### src/rtl/pipe_hazard_ctrl.sv
// -----------------------------------------------------------------------------
// pipe_hazard_ctrl
//
// Central stall/flush sequencer for a 5-stage pipeline (IF, ID, EX, MEM, WB).
// It drives the following signals from one place:
//   - the write enables of the PC and of the four pipeline registers,
//   - the IF/ID NOP-insert, the ID/EX valid gate and the MEM/WB bubble marker.
// It resolves load-use hazards, EX-stage redirects, I-cache and D-cache miss
// stalls, and halt.
//
// Each cycle falls into exactly one condition. The conditions are listed from
// highest priority to lowest:
//   RST > HALT > DMISS > FLUSH > LDUSE > IMISS > RUN
//
// Ports
//   clk           clock
//   rst           synchronous reset, active-high
//   id_rs/_used   ID-stage source register 1 and its "is read" flag
//   id_rt/_used   ID-stage source register 2 and its "is read" flag
//   ex_rd         EX-stage destination register
//   ex_regwrite   EX instruction writes a register
//   ex_memtoreg   EX instruction is a load
//   br_taken      EX-stage redirect (taken branch / jump)
//   imem_stall    instruction cache not ready
//   dmem_stall    data cache busy
//   halt_mem      halt instruction valid in MEM
//   pc_en         PC write enable
//   ifid_en       IF/ID enable
//   ifid_flush    IF/ID loads a NOP instead of the fetched word
//   idex_en       ID/EX enable
//   idex_valid    ID/EX valid gate (0 inserts a bubble)
//   exmem_en      EX/MEM enable
//   memwb_en      MEM/WB enable
//   memwb_bubble  MEM/WB input is a bubble
//   halted        sticky halt indicator
//   stall_cnt     saturating count of cycles with pc_en=0 while running
//   state         condition of the previous cycle (debug)
//
// The control outputs are combinational from the inputs, halted and rst.
// The signals halted, stall_cnt and state are registered.
// -----------------------------------------------------------------------------
module pipe_hazard_ctrl #(
    parameter int CNT_W = 16
) (
    input  logic             clk,
    input  logic             rst,
    input  logic [2:0]       id_rs,
    input  logic             id_rs_used,
    input  logic [2:0]       id_rt,
    input  logic             id_rt_used,
    input  logic [2:0]       ex_rd,
    input  logic             ex_regwrite,
    input  logic             ex_memtoreg,
    input  logic             br_taken,
    input  logic             imem_stall,
    input  logic             dmem_stall,
    input  logic             halt_mem,
    output logic             pc_en,
    output logic             ifid_en,
    output logic             ifid_flush,
    output logic             idex_en,
    output logic             idex_valid,
    output logic             exmem_en,
    output logic             memwb_en,
    output logic             memwb_bubble,
    output logic             halted,
    output logic [CNT_W-1:0] stall_cnt,
    output logic [2:0]       state
);

    // Encodings are visible on the debug "state" port, so they are fixed.
    typedef enum logic [2:0] {
        COND_RUN   = 3'd0,
        COND_LDUSE = 3'd1,
        COND_IMISS = 3'd2,
        COND_DMISS = 3'd3,
        COND_FLUSH = 3'd4,
        COND_HALT  = 3'd5
    } cond_e;

    localparam logic [CNT_W-1:0] CNT_MAX = {CNT_W{1'b1}};

    logic             r_halted;
    logic [CNT_W-1:0] r_stall_cnt;
    cond_e            r_state;

    logic             w_rs_hit;
    logic             w_rt_hit;
    logic             w_lduse;
    cond_e            w_cond;
    logic             w_stall_cycle;
    logic             w_set_halt;

    // -------------------------------------------------------------------------
    // Load-use detection.
    // The load's data only exists after MEM, so an ID consumer of the load's
    // destination must wait one cycle.
    // r0 gets no special treatment: a load to r0 still stalls the consumer.
    // -------------------------------------------------------------------------
    assign w_rs_hit = id_rs_used & (id_rs == ex_rd);
    assign w_rt_hit = id_rt_used & (id_rt == ex_rd);
    assign w_lduse  = ex_memtoreg & ex_regwrite & (w_rs_hit | w_rt_hit);

    // -------------------------------------------------------------------------
    // Condition priority.
    // RST is not part of this chain. It overrides every output directly below
    // and is never stored as a state value.
    // -------------------------------------------------------------------------
    always_comb begin
        // NOTE: a default on entry gives every path a value, so no latch is inferred.
        w_cond = COND_RUN;
        if (r_halted) begin
            w_cond = COND_HALT;
        end else if (dmem_stall) begin
            w_cond = COND_DMISS;
        end else if (br_taken) begin
            w_cond = COND_FLUSH;
        end else if (w_lduse) begin
            w_cond = COND_LDUSE;
        end else if (imem_stall) begin
            w_cond = COND_IMISS;
        end
    end

    // -------------------------------------------------------------------------
    // Output decode. The default is the RUN pattern.
    // -------------------------------------------------------------------------
    always_comb begin
        pc_en        = 1'b1;
        ifid_en      = 1'b1;
        ifid_flush   = 1'b0;
        idex_en      = 1'b1;
        idex_valid   = 1'b1;
        exmem_en     = 1'b1;
        memwb_en     = 1'b1;
        memwb_bubble = 1'b0;

        if (rst) begin
            // Everything advances with NOPs/bubbles, so the pipe drains clean.
            ifid_flush   = 1'b1;
            idex_valid   = 1'b0;
            memwb_bubble = 1'b1;
        end else begin
            unique case (w_cond)
                COND_HALT: begin
                    pc_en      = 1'b0;
                    ifid_en    = 1'b0;
                    idex_en    = 1'b0;
                    idex_valid = 1'b0;
                    exmem_en   = 1'b0;
                    memwb_en   = 1'b0;
                end
                COND_DMISS: begin
                    // MEM is frozen. WB still clocks, but only a bubble, so
                    // the instruction already retired does not write twice.
                    pc_en        = 1'b0;
                    ifid_en      = 1'b0;
                    idex_en      = 1'b0;
                    exmem_en     = 1'b0;
                    memwb_bubble = 1'b1;
                end
                COND_FLUSH: begin
                    // Squash both wrong-path instructions (IF and ID).
                    // The PC loads the target.
                    ifid_flush = 1'b1;
                    idex_valid = 1'b0;
                end
                COND_LDUSE: begin
                    // Hold IF/ID and the PC, and push one bubble into EX.
                    // Next cycle EX holds that bubble, so the hazard clears.
                    pc_en      = 1'b0;
                    ifid_en    = 1'b0;
                    idex_valid = 1'b0;
                end
                COND_IMISS: begin
                    // Keep the PC pointing at the missing fetch. Feed NOPs
                    // into ID so that older instructions keep draining.
                    pc_en      = 1'b0;
                    ifid_flush = 1'b1;
                end
                default: begin
                    // COND_RUN: keep the defaults.
                end
            endcase
        end
    end

    // pc_en=0 while running counts as a stall cycle. Halt and reset cycles
    // are excluded.
    assign w_stall_cycle = ~rst & ~pc_en & (w_cond != COND_HALT);

    // A D-cache miss holds the halt in MEM, and the halt is re-presented later.
    // In any other cycle the halt instruction advances, and the halted state
    // takes effect behind it.
    assign w_set_halt = halt_mem & ~dmem_stall & ~rst;

    // -------------------------------------------------------------------------
    // Registered status.
    // -------------------------------------------------------------------------
    always_ff @(posedge clk) begin
        // NOTE: non-blocking assignments here keep every register sampling pre-edge values.
        if (rst) begin
            r_halted    <= 1'b0;
            r_stall_cnt <= '0;
            r_state     <= COND_RUN;
        end else begin
            if (w_set_halt) begin
                r_halted <= 1'b1;
            end
            if (w_stall_cycle && (r_stall_cnt != CNT_MAX)) begin
                r_stall_cnt <= r_stall_cnt + CNT_W'(1);
            end
            r_state <= w_cond;
        end
    end

    assign halted    = r_halted;
    assign stall_cnt = r_stall_cnt;
    assign state     = r_state;

endmodule

### config.mk
export PLATFORM = sky130hd
export DESIGN_NAME = pipe_hazard_ctrl
export DESIGN_NICKNAME = d
export VERILOG_FILES = /design/src/rtl/pipe_hazard_ctrl.sv
export SDC_FILE = /design/constraint.sdc
export NUM_CORES = 1
export LEC_CHECK = 0
export CELL_PAD_IN_SITES_DETAIL_PLACEMENT = 1
export CELL_PAD_IN_SITES_GLOBAL_PLACEMENT = 1
export CORE_MARGIN = 4
export CORE_UTILIZATION = 29
export DETAILED_ROUTE_END_ITERATION = 12
export GPL_TIMING_DRIVEN = 0
export PLACE_DENSITY_LB_ADDON = 0.12
export SLEW_MARGIN = 20
export SYNTH_ARGS = -nofsm -noshare
export SYNTH_HDL_FRONTEND = slang
export SYNTH_SLANG_ARGS = --single-unit
### constraint.sdc
create_clock -name clk -period 2.8 [get_ports clk]
set_input_delay 0.42 -clock clk [delete_from_list [all_inputs] [get_ports clk]]
set_output_delay 0.42 -clock clk [all_outputs]
set_load 0.05 [all_outputs]
==> impl_results.md, run 1 <==
* Vias in the first global route at 1182
* Post-synth top area cell: dfxtp_1
* Time the worst path needs with I/O delays and setup at 2.73 ns
* Max-slew violations at 0
* Post-synth EDFFs at 0
* H-Tree Depth at 1
* HP Class: input port to register
* GP Congestion at 0.762
* PwrDens at 396 nW/µm²
* Prevailing post-synth register cell: dfxtp_1
* LEAKAGE at 0.540 nW
* Pre-Repair DR Iteration Count at 4
* Reg clk slew, reported paths at 0.11 ns
* TNS Setup at 0 ns
* Skew final at 0.00346 ns
* Core area at 3420 µm²
* Die Wd at 68.3 µm
* Syn Area/Cell at 8.11 µm²
* HPWL after detailed placement at 2510 µm
* Crit path arrival time at 2.31 ns
* Post-route ant nets at 0
* Yosys top cell area share at 38.0%
* Vias at 1135
* First-pass GRT wire length at 5220 µm
* Final period utilization at 97.4%
* Io pins at 47
* Drt drc at 0
* Pin count of the biggest net entering global routing at 12
* Area delta synth->final at 51.5%
* Seq/Total Area, Yosys at 38.0%
* Initial Utilization at 30.9%
* Rows at 21
* Unrepaired setup endpoints after global routing: true
* Num CTS Buffers at 3
* Max Clk Rate at 367 MHz
* Asr flop ratio synth at 0%
* Syn Nets at 150
* Share of cells above drive strength 1 at 7.22%
* Startpoint Class: input port
* Drt total wl at 3230 µm
* Final Hold Viols at 0
* Drt wl/cell at 14.3 µm
* Iteration-0 DRC Markers at 43
* Max-cap violations at 0
* Die Ht at 68.3 µm
* Initial antenna violation count at 0
* Clk buf depth at 2
* CTS tree: yes
* Number of port buffers at 45
* Crit path max fanout at 3
* Syn Std Cell Area at 1050 µm²
* Post-synthesis cell count at 130
* Synth cell count leaders: dfxtp_1 (20), nor2_1 (17), a21oi_1 (13)
* Antenna cells at 0
* Clock latency on the worst-skew pair at 0.31 ns
* Yosys Warn Count at 0
* Slew HR at 65.1%
* Vias per Instance at 5.02
* Crit Path Class: input port to primary output
* Critical Path RT at 2.38 ns
* Count leader, synth: dfxtp_1
* Yosys cell types at 29
* Clock root buffer: clkbuf_4
* Clock sink total at 20
* Slew at the pin closest to its max-slew limit at 0.522 ns
* GRT Resource Usage Total at 14.6%
* Place WS at -0.242 ns
* Final setup fails at 0
* Gr ovfl total at 0
* Die footprint at 4670 µm²
* Final Net Count at 201
* Fin worst setup slack at 0.0732 ns
* Crit path capture type: primary output
* Synth area leaders: dfxtp_1 (38%), a21oi_1 (6.2%), nor2_1 (6.0%), xnor2_1 (5.0%), or3_1 (4.2%)
* Hold-fix buffers at CTS at 0
* Yosys reg bits at 20
* Status: complete, no violations
* Worst vdd ir at 146 µV
* FF-to-FF setup slack at 0.57 ns
==> cell type report <==
| class | instances | area [µm²] |
|---|---|---|
| Tap cell | 46 | 57.6 |
| Timing Repair Buffer | 46 | 449 |
| Buffer | 5 | 33.8 |
| Fill cell | 431 | 1820 |
| Inverter | 8 | 30.0 |
| Clock buffer | 4 | 36.3 |
| Sequential cell | 20 | 400 |
| Multi-Input combinational cell | 97 | 591 |
==> cells by family after synthesis <==
family          share of synthesized area [%]
simple gates                             24.0
compound gates                           22.4
fa+ha+maj                                1.19
buf+inv                                  6.05
flops                                    38.0
mux                                     0.949
xor+xnor                                 7.47
==> registers in the layout (all words and copies together) (netlist names) <==
register and cells:
halted 1, state 3, stall_cnt 16
==> where the power goes <==
part / leakage [nW] / switching (W) / internal (W)
logic: 0.357 / 0.000100 / 0.0000632
clock network: 0.0210 / 0.0000919 / 0.0000794
registers: 0.162 / 0.00000668 / 0.000291
==> stage by stage <==
stage	hold slack [ns]	utilization, %	cells	area, µm²	power (W)
global placement	0.487	45.8	221	1560	0.000470
global route	0.509	46.8	226	1600	0.000665
CTS	0.479	46.7	225	1590	0.000642
detailed placement	0.504	45.8	221	1560	0.000472
finish	0.476	46.8	226	1600	0.000633
floorplan	0.536	-	130	1050	0.000402
==> cell usage in the layout, fill, tap and decap left out, types with 2 or more instances in the layout <==
master and n:
a21oi_1 13, and3_1 3, buf_4 3, clkbuf_1 2, clkbuf_4 3, clkdlybuf4s50_1 41, dfxtp_1 20, dlygate4sd2_1 3
inv_1 8, nand2_1 8, nand3_1 5, nand4_1 5, nor2_1 17, o211ai_1 3, o21ai_0 3, o21ai_1 8
o31ai_1 3, o41ai_1 2, or3_1 7, or4_1 2, xnor2_1 6, xor2_1 3
==> worst max-delay path: stages <==
cell and delay [ns]:
clkdlybuf4s50_1 0.51, xnor2_1 0.13, nand4_1 0.21, a211oi_4 0.35, buf_4 0.17, o21ai_0 0.08, dlygate4sd2_1 0.44
==> final timing paths <==
check	from	to	depth (start not counted)
worst max-delay path	ex_rd[1]	pc_en	7
worst min-delay path	rst	stall_cnt[8]	2
worst max register to register	stall_cnt[0]	stall_cnt[5]	9
worst min register to register	stall_cnt[9]	stall_cnt[9]	2
==> routing by layer <==
| metal | part of all wire [%] | vias up | track usage (%) |
|---|---|---|---|
| li1 | - | 566 | - |
| met1 | 45 | 528 | 16.8 |
| met2 | 46 | 36 | 24.7 |
| met3 | 8.0 | 5 | 5.09 |
| met4 | 1.2 | 0 | 5.21 |
| met5 | 0 | - | 0 |
==> what timing repair did <==
item,4_1_cts,5_1_grt
setup endpoints to repair,4,1
setup buffers,0,1
pin swaps,0,1
gates resized for setup,4,2
No activity file was read; power rests on OpenSTA's default activity.
==> run 2: changes to the inputs <==
--- a/config.mk
+++ b/config.mk
@@ -7,7 +7,7 @@
 export LEC_CHECK = 0
 export CELL_PAD_IN_SITES_DETAIL_PLACEMENT = 1
 export CELL_PAD_IN_SITES_GLOBAL_PLACEMENT = 1
-export CORE_MARGIN = 4
+export CORE_MARGIN = 8
 export CORE_UTILIZATION = 29
 export DETAILED_ROUTE_END_ITERATION = 12
 export GPL_TIMING_DRIVEN = 0
==> impl_results.md, run 2 (synthesis gave the netlist of run 1 again) <==
* Pre-Repair DR Iteration Count at 4
* Core area at 3580 µm²
* Skew final at 0.00587 ns
* Startpoint Class: input port
* Crit Path Class: input port to primary output
* Die footprint at 5820 µm²
* Vias per Instance at 5.09
* Worst vdd ir at 178 µV
* Io pins at 47
* Number of port buffers at 45
* Max incr delay on CP at 0.52 ns
* Reg2reg end: stall_cnt[10]
* Antenna cells at 0
* PwrDens at 436 nW/µm²
* R2r startpoint: stall_cnt[0]
* Gr ovfl total at 0
* HPWL after detailed placement at 2850 µm
* Clock latency on the worst-skew pair at 0.31 ns
* Final period utilization at 96.1%
* Final Hold Viols at 0
* CTS tree: yes
* GRT Resource Usage Total at 12.4%
* Clock sink total at 20
* Crit path cell chain: clkdlybuf4s50_1, xnor2_1, nand4_1, a211oi_4, nor3_1, nor2_1, inv_1, dlygate4sd2_1
* Crit path capture type: primary output
* Final setup fails at 0
* Crit path max fanout at 4
* Final Net Count at 202
* CP Depth at 8
* First-pass GRT wire length at 6110 µm
* Area delta synth->final at 54.0%
* Die Ht at 76.3 µm
* Share of cells above drive strength 1 at 7.73%
* Metal2 WL at 1710 µm
* Max-slew violations at 0
* Rows at 22
* Time the worst path needs with I/O delays and setup at 2.69 ns
* Post-route ant nets at 0
* Highest metal used: met4
* Buf/Inv on CP at 3
* Slew at the pin closest to its max-slew limit at 0.533 ns
* Unrepaired setup endpoints after global routing: true
* CP startpoint: ex_rd[2]
* Clk buf depth at 2
* Num CTS Buffers at 3
* Pin count of the biggest net entering global routing at 13
* WHS Path Cells at 2
* Vias at 1166
* Worst reg2reg path depth at 8
* Die Wd at 76.3 µm
* Max reg flops at 16
* Drt wl/cell at 15.6 µm
* H-Tree Depth at 1
* Slew HR at 64.4%
* GP Congestion at 0.739
* Critical Path RT at 2.38 ns
* HP Class: input port to register
* Most frequent cells in the layout: clkdlybuf4s50_1 (41), dfxtp_1 (20), nor2_1 (17)
* Initial Utilization at 29.5%
* Place WS at -0.245 ns
* Clock root buffer: clkbuf_4
* TNS Setup at 0 ns
* Wl on met1 at 1490 µm
* LEAKAGE at 0.553 nW
* Fin worst setup slack at 0.108 ns
* Initial antenna violation count at 0
* Max Clk Rate at 372 MHz
* Status: complete, no violations
* Vias in the first global route at 1291
* Drt total wl at 3570 µm
* Final Power at 0.000708 W
* Crit path arrival time at 2.27 ns
* Critical path capture point: ifid_en
* Slowest cell on the critical path: clkdlybuf4s50_1
* Hold-fix buffers at CTS at 0
* Delay-heaviest family, CP: buffers and inverters
* FF-to-FF setup slack at 0.60 ns
* Fill cells at 446
* Drt drc at 0
* Commonest non-fill, non-tap cell in the layout: clkdlybuf4s50_1
* Iteration-0 DRC Markers at 33
* DR WL met3 at 331 µm
* Reg clk slew, reported paths at 0.13 ns
* Max-cap violations at 0
==> run 2: layer usage <==
metal | up-vias | global-route usage [%]
met1 | 560 | 13.7
met5 | - | 0
met4 | 0 | 3.08
met2 | 37 | 20.9
met3 | 4 | 5.78
li1 | 565 | -
==> run 2: layout make-up <==
type / instances / area [µm²] / share of cell area (%)
Multi-Input combinational cell: 97 / 591 / 36.4
Timing Repair Buffer: 47 / 457 / 28.1
Sequential cell: 20 / 400 / 24.7
Tap cell: 48 / 60.1 / 3.70
Buffer: 5 / 33.8 / 2.08
Clock inverter: 1 / 30.0 / 1.85
Inverter: 8 / 30.0 / 1.85
Clock buffer: 3 / 22.5 / 1.39
==> run 2: how the worst min path moves through the flow <==
stage | from | to | slack, ns
floorplan | halt_mem | halted | 0.54
global placement | stall_cnt[10] | stall_cnt[10] | 0.49
detailed placement | stall_cnt[9] | stall_cnt[9] | 0.51
CTS | rst | stall_cnt[6] | 0.47
global route | rst | stall_cnt[6] | 0.50
finish | rst | stall_cnt[6] | 0.47
==> run 2: power breakdown <==
group	switching (W)	internal [W]	total [W]
clock	0.000100	0.000145	0.000245
sequential	0.00000656	0.000291	0.000298
combinational	0.000102	0.0000636	0.000165
total	0.000209	0.000500	0.000708
==> run 2: worst reg2reg max path: cells and delay by family (launching register included) <==
family | cells | cell delay, ns
AOI/OAI and AO/OA | 3 | 0.70
adders and majority gates | 1 | 0.24
and+or+nand+nor | 2 | 0.43
DFF | 1 | 0.38
buffers and inverters | 2 | 0.35
==> run 2: what timing repair did <==
action,in CTS,in global routing
setup buffers,0,2
gates resized for setup,4,2
endpoints found under the setup margin,4,2
pin swaps,0,1
==> run 2: per-stage QoR <==
| step | instance area [µm²] | instances | hold WS (ns) | util [%] |
|---|---|---|---|---|
| 6_report | 1620 | 229 | 0.466 | 45.4 |
| 5_1_grt | 1620 | 229 | 0.502 | 45.4 |
| 4_1_cts | 1610 | 227 | 0.475 | 45.1 |
| 3_5_place_dp | 1570 | 223 | 0.510 | 43.7 |
| 3_3_place_gp | 1570 | 223 | 0.489 | 43.7 |
| 2_1_floorplan | 1050 | 130 | 0.536 | - |
==> run 3: changes to the inputs <==
--- a/config.mk
+++ b/config.mk
@@ -7,6 +7,7 @@
 export LEC_CHECK = 0
 export CELL_PAD_IN_SITES_DETAIL_PLACEMENT = 1
 export CELL_PAD_IN_SITES_GLOBAL_PLACEMENT = 1
+export CORE_ASPECT_RATIO = 0.75
 export CORE_MARGIN = 8
 export CORE_UTILIZATION = 29
 export DETAILED_ROUTE_END_ITERATION = 12
==> impl_results.md, run 3 (synthesis gave the netlist of run 1 again) <==
* Final setup fails at 0
* Pre-Repair DR Iteration Count at 4
* Initial antenna violation count at 0
* Unrepaired setup endpoints after global routing: false
* Num CTS Buffers at 3
* Clk buf depth at 2
* FF-to-FF setup slack at 0.53 ns
* Area delta synth->final at 52.8%
* Core area at 3570 µm²
* Drt wl/cell at 15.6 µm
* Fill cells at 439
* Clock latency on the worst-skew pair at 0.25 ns
* Crit path capture type: primary output
* Iteration-0 DRC Markers at 40
* Reg clk slew, reported paths at 0.07 ns
* Antenna cells at 0
* Drt total wl at 3460 µm
* Skew final at 0.00174 ns
* Worst reg2reg path depth at 8
* Pin count of the biggest net entering global routing at 12
* Place WS at -0.261 ns
* Io pins at 47
* Drt drc at 0
* Die footprint at 5840 µm²
* Commonest non-fill, non-tap cell in the layout: clkdlybuf4s50_1
* R2r startpoint: stall_cnt[0]
* Vias per Instance at 5.08
* Fin worst setup slack at 0.162 ns
* Die Ht at 68.2 µm
* Post-route ant nets at 0
* PwrDens at 422 nW/µm²
* Max Clk Rate at 379 MHz
* Vias at 1127
* Hold Path Origin: stall_cnt[13]
* CTS tree: yes
* Status: complete, no violations
* Sequential cell area at 400 µm²
* Slew at the pin closest to its max-slew limit at 0.543 ns
* Max-cap violations at 0
* Worst vdd ir at 227 µV
* WHS Path Cells at 2
* Inst Count DP at 217
* Initial Utilization at 29.6%
* Most frequent cells in the layout: clkdlybuf4s50_1 (41), dfxtp_1 (20), nor2_1 (17)
* First-pass GRT wire length at 5620 µm
* Final Net Count at 201
* H-Tree Depth at 1
* Crit path max fanout at 2
* LEAKAGE at 0.548 nW
* Slew HR at 63.8%
* Startpoint Class: input port
* Area of the multi-input gates at 591 µm²
* Critical Path RT at 2.38 ns
* Hold endpoint: stall_cnt[13]
* Share of cells above drive strength 1 at 7.22%
* Max reg flops at 16
* Crit Path Class: input port to primary output
* Die Wd at 85.6 µm
* Crit path arrival time at 2.22 ns
* Number of port buffers at 45
* Final Non-Filler Cells at 222
* Time the worst path needs with I/O delays and setup at 2.64 ns
* Final period utilization at 94.2%
* Clock sink total at 20
* GRT Resource Usage Total at 12.0%
* Final Hold Viols at 0
* Reg2reg end: stall_cnt[15]
* HPWL after detailed placement at 2720 µm
* Gr ovfl total at 0
* GP Congestion at 0.744
* Clock root buffer: clkbuf_8
* Rows at 19
* Max-slew violations at 0
* HP Class: register to register
* Vias in the first global route at 1203
* Hold-fix buffers at CTS at 0
-- run 3: area by class of cell --
type / instances / area share [%]
Buffer: 5 / 2.10
Clock buffer: 4 / 3.42
Inverter: 8 / 1.86
Multi-Input combinational cell: 97 / 36.6
Sequential cell: 20 / 24.8
Tap cell: 42 / 3.26
Timing Repair Buffer: 46 / 27.9
-- run 3: worst max path at each step --
stage               startpoint         end  cells after the start
finish                ex_rd[0]  ifid_flush                      8
detailed placement    ex_rd[0]     ifid_en                      8
floorplan               halted     idex_en                      2
global route          ex_rd[0]  ifid_flush                      8
global placement      ex_rd[0]     ifid_en                      8
CTS                   ex_rd[0]     ifid_en                      8
-- run 3: stage by stage --
step / instance area (µm²) / setup TNS, ns / util (%) / hold slack [ns] / power [W]
2_1_floorplan: 1050 / 0 / - / 0.536 / 0.000402
3_3_place_gp: 1560 / -0.498 / 43.7 / 0.492 / 0.000471
3_5_place_dp: 1560 / -0.649 / 43.7 / 0.505 / 0.000473
4_1_cts: 1610 / 0 / 45.1 / 0.519 / 0.000695
5_1_grt: 1610 / 0 / 45.2 / 0.568 / 0.000713
6_report: 1610 / 0 / 45.2 / 0.516 / 0.000681
-- run 3: report_power, final --
part / internal (W) / switching (W)
clock network: 0.000125 / 0.0000931
registers: 0.000291 / 0.00000689
logic: 0.0000632 / 0.000101
-- run 3: worst max-delay path, stage by stage --
cell and delay [ns]:
clkdlybuf4s50_1 0.52, xnor2_1 0.13, nand4_1 0.20, a21oi_1 0.24, nor2_1 0.06, o21ai_0 0.15, nand2_1 0.07, dlygate4sd2_1 0.43
-- run 3: repair_timing --
item,4_1_cts,5_1_grt
endpoints found under the setup margin,4,1
pin swaps,0,1
gates resized for setup,4,2
hold endpoints to repair,0,0
buffers inserted,0,1
-- run 3: per-layer routing --
layer,track usage [%],wire (µm),up-vias,share of wire [%]
met1,14.4,1700,535,49
met4,1.30,13,0,0.38
li1,-,-,566,-
met2,20.7,1550,24,45
met3,4.68,199,2,5.8
met5,0,0,-,0
